==> config.mk <==
export PLATFORM = sky130hd
export DESIGN_NAME = edge_debounce
export DESIGN_NICKNAME = d
export VERILOG_FILES = /design/src/rtl/edge_debounce.sv
export SDC_FILE = /design/constraint.sdc
export NUM_CORES = 1
export LEC_CHECK = 0
export BUFFER_PORTS_ARGS = -buffer_cell sky130_fd_sc_hd__buf_4
export CORE_AREA = 2 2 39 41
export DETAILED_ROUTE_END_ITERATION = 12
export DIE_AREA = 0 0 41 43
export REMOVE_ABC_BUFFERS = 1
export SYNTH_ARGS = -nofsm -noshare
export SYNTH_HDL_FRONTEND = slang
export SYNTH_SLANG_ARGS = --single-unit
==> constraint.sdc <==
create_clock -name clk -period 0.8 [get_ports clk]
set_clock_uncertainty 0.05 [all_clocks]
set_input_delay 0 -clock clk [delete_from_list [all_inputs] [get_ports clk]]
set_output_delay 0 -clock clk [all_outputs]
set_load 0.01 [all_outputs]
==> src/rtl/edge_debounce.sv <==
// Multi-channel synchroniser, debouncer and edge-pulse generator.
// Define EDGE_DEBOUNCE_STICKY_EN to build the sticky pend register.
module edge_debounce #(
    parameter int WIDTH       = 1,
    parameter int SYNC_STAGES = 2,
    parameter int DEBOUNCE    = 0,
    parameter int MODE        = 2
) (
    input  logic             clk,
    input  logic             reset,
    input  logic [WIDTH-1:0] in,
    input  logic [WIDTH-1:0] clr,
    output logic [WIDTH-1:0] level,
    output logic [WIDTH-1:0] rise,
    output logic [WIDTH-1:0] fall,
    output logic [WIDTH-1:0] evt,
    output logic [WIDTH-1:0] pend
);

    localparam int CW = (DEBOUNCE == 0) ? 1 : $clog2(DEBOUNCE + 1);
    localparam logic [CW-1:0] DMAX = CW'(DEBOUNCE);

    logic [WIDTH-1:0]         s;
    logic [WIDTH-1:0]         level_q, level_d;
    logic [WIDTH-1:0]         rise_q, rise_d;
    logic [WIDTH-1:0]         fall_q, fall_d;
    logic [WIDTH-1:0]         evt_q, evt_d;
    logic [WIDTH-1:0][CW-1:0] cnt_q, cnt_d;

    generate
        if (SYNC_STAGES == 0) begin : g_nosync
            assign s = in;
        end else begin : g_sync
            logic [SYNC_STAGES-1:0][WIDTH-1:0] sync_q;

            always_ff @(posedge clk) begin
                if (reset) begin
                    sync_q <= '0;
                end else begin
                    sync_q[0] <= in;
                    for (int k = 1; k < SYNC_STAGES; k++) begin
                        sync_q[k] <= sync_q[k-1];
                    end
                end
            end

            assign s = sync_q[SYNC_STAGES-1];
        end
    endgenerate

    // A change is accepted only once it has persisted DEBOUNCE extra cycles.
    always_comb begin
        level_d = level_q;
        cnt_d   = cnt_q;
        rise_d  = '0;
        fall_d  = '0;
        for (int i = 0; i < WIDTH; i++) begin
            if (s[i] == level_q[i]) begin
                cnt_d[i] = '0;
            end else if (cnt_q[i] != DMAX) begin
                cnt_d[i] = cnt_q[i] + 1'b1;
            end else begin
                cnt_d[i]   = '0;
                level_d[i] = s[i];
                rise_d[i]  = s[i];
                fall_d[i]  = ~s[i];
            end
        end
    end

    always_comb begin
        if (MODE == 0) begin
            evt_d = rise_d;
        end else if (MODE == 1) begin
            evt_d = fall_d;
        end else begin
            evt_d = rise_d | fall_d;
        end
    end

    always_ff @(posedge clk) begin
        if (reset) begin
            level_q <= '0;
            cnt_q   <= '0;
            rise_q  <= '0;
            fall_q  <= '0;
            evt_q   <= '0;
        end else begin
            level_q <= level_d;
            cnt_q   <= cnt_d;
            rise_q  <= rise_d;
            fall_q  <= fall_d;
            evt_q   <= evt_d;
        end
    end

    assign level = level_q;
    assign rise  = rise_q;
    assign fall  = fall_q;
    assign evt   = evt_q;

`ifdef EDGE_DEBOUNCE_STICKY_EN
    logic [WIDTH-1:0] pend_q, pend_d;

    // A new event wins over a same-cycle clear so no event is lost.
    assign pend_d = (pend_q & ~clr) | evt_q;

    always_ff @(posedge clk) begin
        if (reset) begin
            pend_q <= '0;
        end else begin
            pend_q <= pend_d;
        end
    end

    assign pend = pend_q;
`else
    logic [WIDTH-1:0] unused_clr;

    assign unused_clr = clr;
    assign pend       = '0;
`endif

endmodule

=== Yosys cells after proc, flatten, opt, wreduce, memory -nomap -nowiden ===
Index checks and enable logic that the tools add are counted.

* Register bits: 7
* Output and inout port bits: 5
* Word-level logic and storage cells: 19

* Add/subtract/negate cells: 1
* Equality and inequality tests: 1
* Muxes and demuxes: 4
* Bitwise logic cells: 4
* Reductions and logical operators: 2

{| class="wikitable"
|+ Operators with widths
! operator !! count
|-
| 1-bit 2-to-1 mux || 4
|-
| 1-bit NOT || 3
|-
| 3-bit OR reduction || 1
|-
| 2-bit AND reduction || 1
|-
| 1-bit adder (second input constant) || 1
|-
| 1-bit equality test || 1
|-
| 1-bit OR || 1
|}

=== Longest topological paths before layout ===
* Word-level depth: 4
* Gate-level depth with buffers: 2
* Depth with buffers taken out: 2

=== Worst setup path before layout ===
OpenSTA, ideal clock, no wires.

* Path type: register to register
* Start point: reg level_q, in the netlist level
* End point: reg evt_q, in the netlist evt
* Library setup time: 0.119 ns
* Arrival time: 0.603 ns
* Required time: 0.631 ns
* Slack: 0.028 ns
* Cell stages (with the launch flop): 3
* Cell sequence: dfxtp_1 -> xnor2_1 -> nor3_2

* Word-level cells in the longest chain between the ends: 3
* Elaborated cells between the ends (all ways): 4

{| class="wikitable"
|+ Ends and longest elaborated chain
! item !! line !! RTL
|-
| start, declared || 24 || <nowiki>logic [WIDTH-1:0] level_q, level_d;</nowiki>
|-
| start signal, assigned || 89 || <nowiki>level_q <= level_d;</nowiki>
|-
| 1-bit equality test (*) || 58 || <nowiki>if (s[i] == level_q[i]) begin</nowiki>
|-
| 1-bit 2-to-1 mux || 58 ||
|-
| 1-bit OR (*) || 77 || <nowiki>evt_d = rise_d | fall_d;</nowiki>
|-
| end signal, assigned || 93 || <nowiki>evt_q <= evt_d;</nowiki>
|-
| end, declared || 27 || <nowiki>logic [WIDTH-1:0] evt_q, evt_d;</nowiki>
|}

Every way passes the cells marked *; elsewhere a longest branch is shown, timed or not.
A chain may end at the register's enable or synchronous reset.

=== Worst setup path after layout ===
* Start point: reg g_sync.sync_q, in the netlist s
* End point: reg fall_q, in the netlist fall

* Word-level cells in the longest chain between the ends: 3
* Elaborated cells between the ends (all ways): 4

{| class="wikitable"
|+ Ends and longest elaborated chain
! item !! line !! RTL
|-
| start, declared || 34 || <nowiki>logic [SYNC_STAGES-1:0][WIDTH-1:0] sync_q;</nowiki>
|-
| start signal, assigned by index || 42 || <nowiki>sync_q[k] <= sync_q[k-1];</nowiki>
|-
| 1-bit NOT || 66 || <nowiki>fall_d[i] = ~s[i];</nowiki>
|-
| 1-bit 2-to-1 mux || 60 || <nowiki>end else if (cnt_q[i] != DMAX) begin</nowiki>
|-
| 1-bit 2-to-1 mux (*) || 58 ||
|-
| end signal, assigned || 92 || <nowiki>fall_q <= fall_d;</nowiki>
|-
| end, declared || 26 || <nowiki>logic [WIDTH-1:0] fall_q, fall_d;</nowiki>
|}

Marked as above.

==> results.toml <==
[outcome]
status = "finished with violations"
violations = "negative hold slack"

[critical_path]
crit_family = "flip-flops"
endpoint_kind = "register"
path_cells = "nor4b_1"
critical_path_class = "register to register"
crit_buf_inv = 0
crit_arrival_ns = 0.87
max_stage_delay_ns = 0.34
critPathSlowestCell = "dfxtp_1"
start_kind = "register"
crit_required_ns = 0.90
critical_path.max_fanout = 4

[cts]
clock-sinks = 7
cts-buffers-inserted = 3
cts_setup_buffers = 0
clockBufferDepth = 2
cts_tree = "built"
clock_latency_ns = 0.24
cts.htree.levels = 1
clk_pin_slew_ns = 0.05
hold_buffers = 1
cts_root_buffer = "clkbuf_4"

[grt]
antenna_found_initial = 0
grt-ovfl-total = 0
grtUsageTotal_pct = 4.83
grt_pass1_vias = 137
grt_max_degree = 7
grt_pass1_wl_um = 496

[detailed_routing]
ant_nets = 0
vias_per_cell = 3.55
firstDrtPassIters = 2
wl_per_cell_um = 8.00
routed_wl_um = 352
drc = 0
drtIter0Drc = 1
num_vias = 156

[floorplan]
core_area_um2 = 1380
die_y_um = 43
die-area_um2 = 1760
num_io_pins = 9
die_x_um = 41
placementRows = 14
start_util_pct = 15.5

[yosys]
ys_seq_area_share_pct = 65.5
synthCells = 17
synthTopCellsByArea = "dfxtp_1 (65%), nor4b_1 (8.2%), nor2b_1 (5.8%), mux2i_1 (4.7%), nor3_2 (4.7%)"
yosys_warnings = 0
synth_top_cell_by_area = "dfxtp_1"
syn_area_per_cell_um2 = 12.6
yosysTopAreaCellShare_pct = 65.5
synth-seq-cells = 7
syn_area_um2 = 214
ys_types = 9

[sta]
rsz0062_at_grt = "true"
maxSlewViolCount = 0
period_share_pct = 96.7
fin_ws_ns = 0.0265
fmax_mhz = 1290
hold_violations = 5
setup_viol = 0
min_period_ns = 0.773
hold_ws_ns = -0.0840

[finish]
final_net_count = 33
final_cell_mix = "dfxtp_1 (5), buf_4 (5), clkbuf_4 (3)"
utilization_pct = 23.6
layout-drive-gt1-share_pct = 46.4
syn_to_final_growth_pct = 52.6
multi_input_area_um2 = 76.3
nFillCells = 157
seqCellArea_um2 = 145
n_antenna_cell = 0

[power_and_ir_drop]
ir_worst_vdd_v = 0.000595
leakagePower_nw = 0.134
powerDensity_nw_per_um2 = 2200

[min_path]
hp-class = "primary input to register"

[place]
gp_congestion = 0.532
io_buffers = 6
pre_cts_ws_ns = 0.00580

[flow_run]
maxCapViolCount = 0
## layer usage
layer  wire length [µm]  part of all wire, %  vias to the layer above  GRT usage [%]
met5                  0                    0                        -              0
met3                 46                   13                        0           6.28
met2                169                   48                        8           5.63
li1                   -                    -                       75              -
met4                  0                    0                        0           4.00
met1                137                   39                       73           3.90
## cells in the mapped netlist
master / number
buf_4: 1
conb_1: 1
dfxtp_1: 7
mux2i_1: 1
nor2_1: 1
nor2b_1: 2
nor3_2: 1
nor4b_1: 2
xnor2_1: 1
## flip-flops by register name (all words and copies together) (netlist names)
signal and cells:
evt 1, level 1, cnt_q 1, fall 1, g_sync.sync_q 1, s 1
rise 1
## layout make-up
| class | instances | area share (%) |
|---|---|---|
| clock buffers | 4 | 8.05 |
| multi-input cells | 10 | 23.4 |
| flip-flops and latches | 7 | 44.4 |
| well taps | 16 | 6.13 |
| repair buffers | 7 | 18.0 |
## repair_timing
item                                    CTS  global route
endpoints found under the setup margin    1             3
resized for setup                         1             4
endpoints found under the hold margin     6             5
pin swaps                                 0             0
## logic make-up after synthesis
family | after synthesis | share of synthesized area [%]
and+or+nand+nor | 6 | 20.5
buffers and inverters | 1 | 3.51
xor gates and xnor gates | 1 | 4.09
DFF | 7 | 65.5
muxes | 1 | 4.68
other | 1 | 1.75
## path summary, 6_finish.rpt
kind | from | cells past startpoint | endpoint | slack, ns
max reg2reg | s$_SDFF_PP0_ | 1 | fall$_SDFF_PP0_ | 0.03
min reg2reg | g_sync.sync_q[0]$_SDFF_PP0_ | 1 | s$_SDFF_PP0_ | 0.39
min | reset | 2 | level$_SDFFE_PP0P_ | -0.08
max | s$_SDFF_PP0_ | 1 | fall$_SDFF_PP0_ | 0.03
## power breakdown
group	leakage, nW	internal [W]	switching (W)	total [W]
sequential	0.0581	0.000359	0.00000966	0.000368
clock	0.0150	0.000190	0.000121	0.000311
combinational	0.0611	0.0000232	0.0000153	0.0000385
## stage by stage
step	cell area [µm²]	hold slack (ns)	instances	setup TNS [ns]	total power [W]
3_3_place_gp	275	0.160	39	0	0.000408
4_1_cts	313	-0.0982	44	0	0.000733
3_5_place_dp	275	0.168	39	0	0.000409
6_report	327	-0.0840	44	0	0.000718
2_1_floorplan	210	0.0209	17	0	0.000390
5_1_grt	327	-0.0865	44	-0.00462	0.000760
Power figures use the tool's default switching activity.
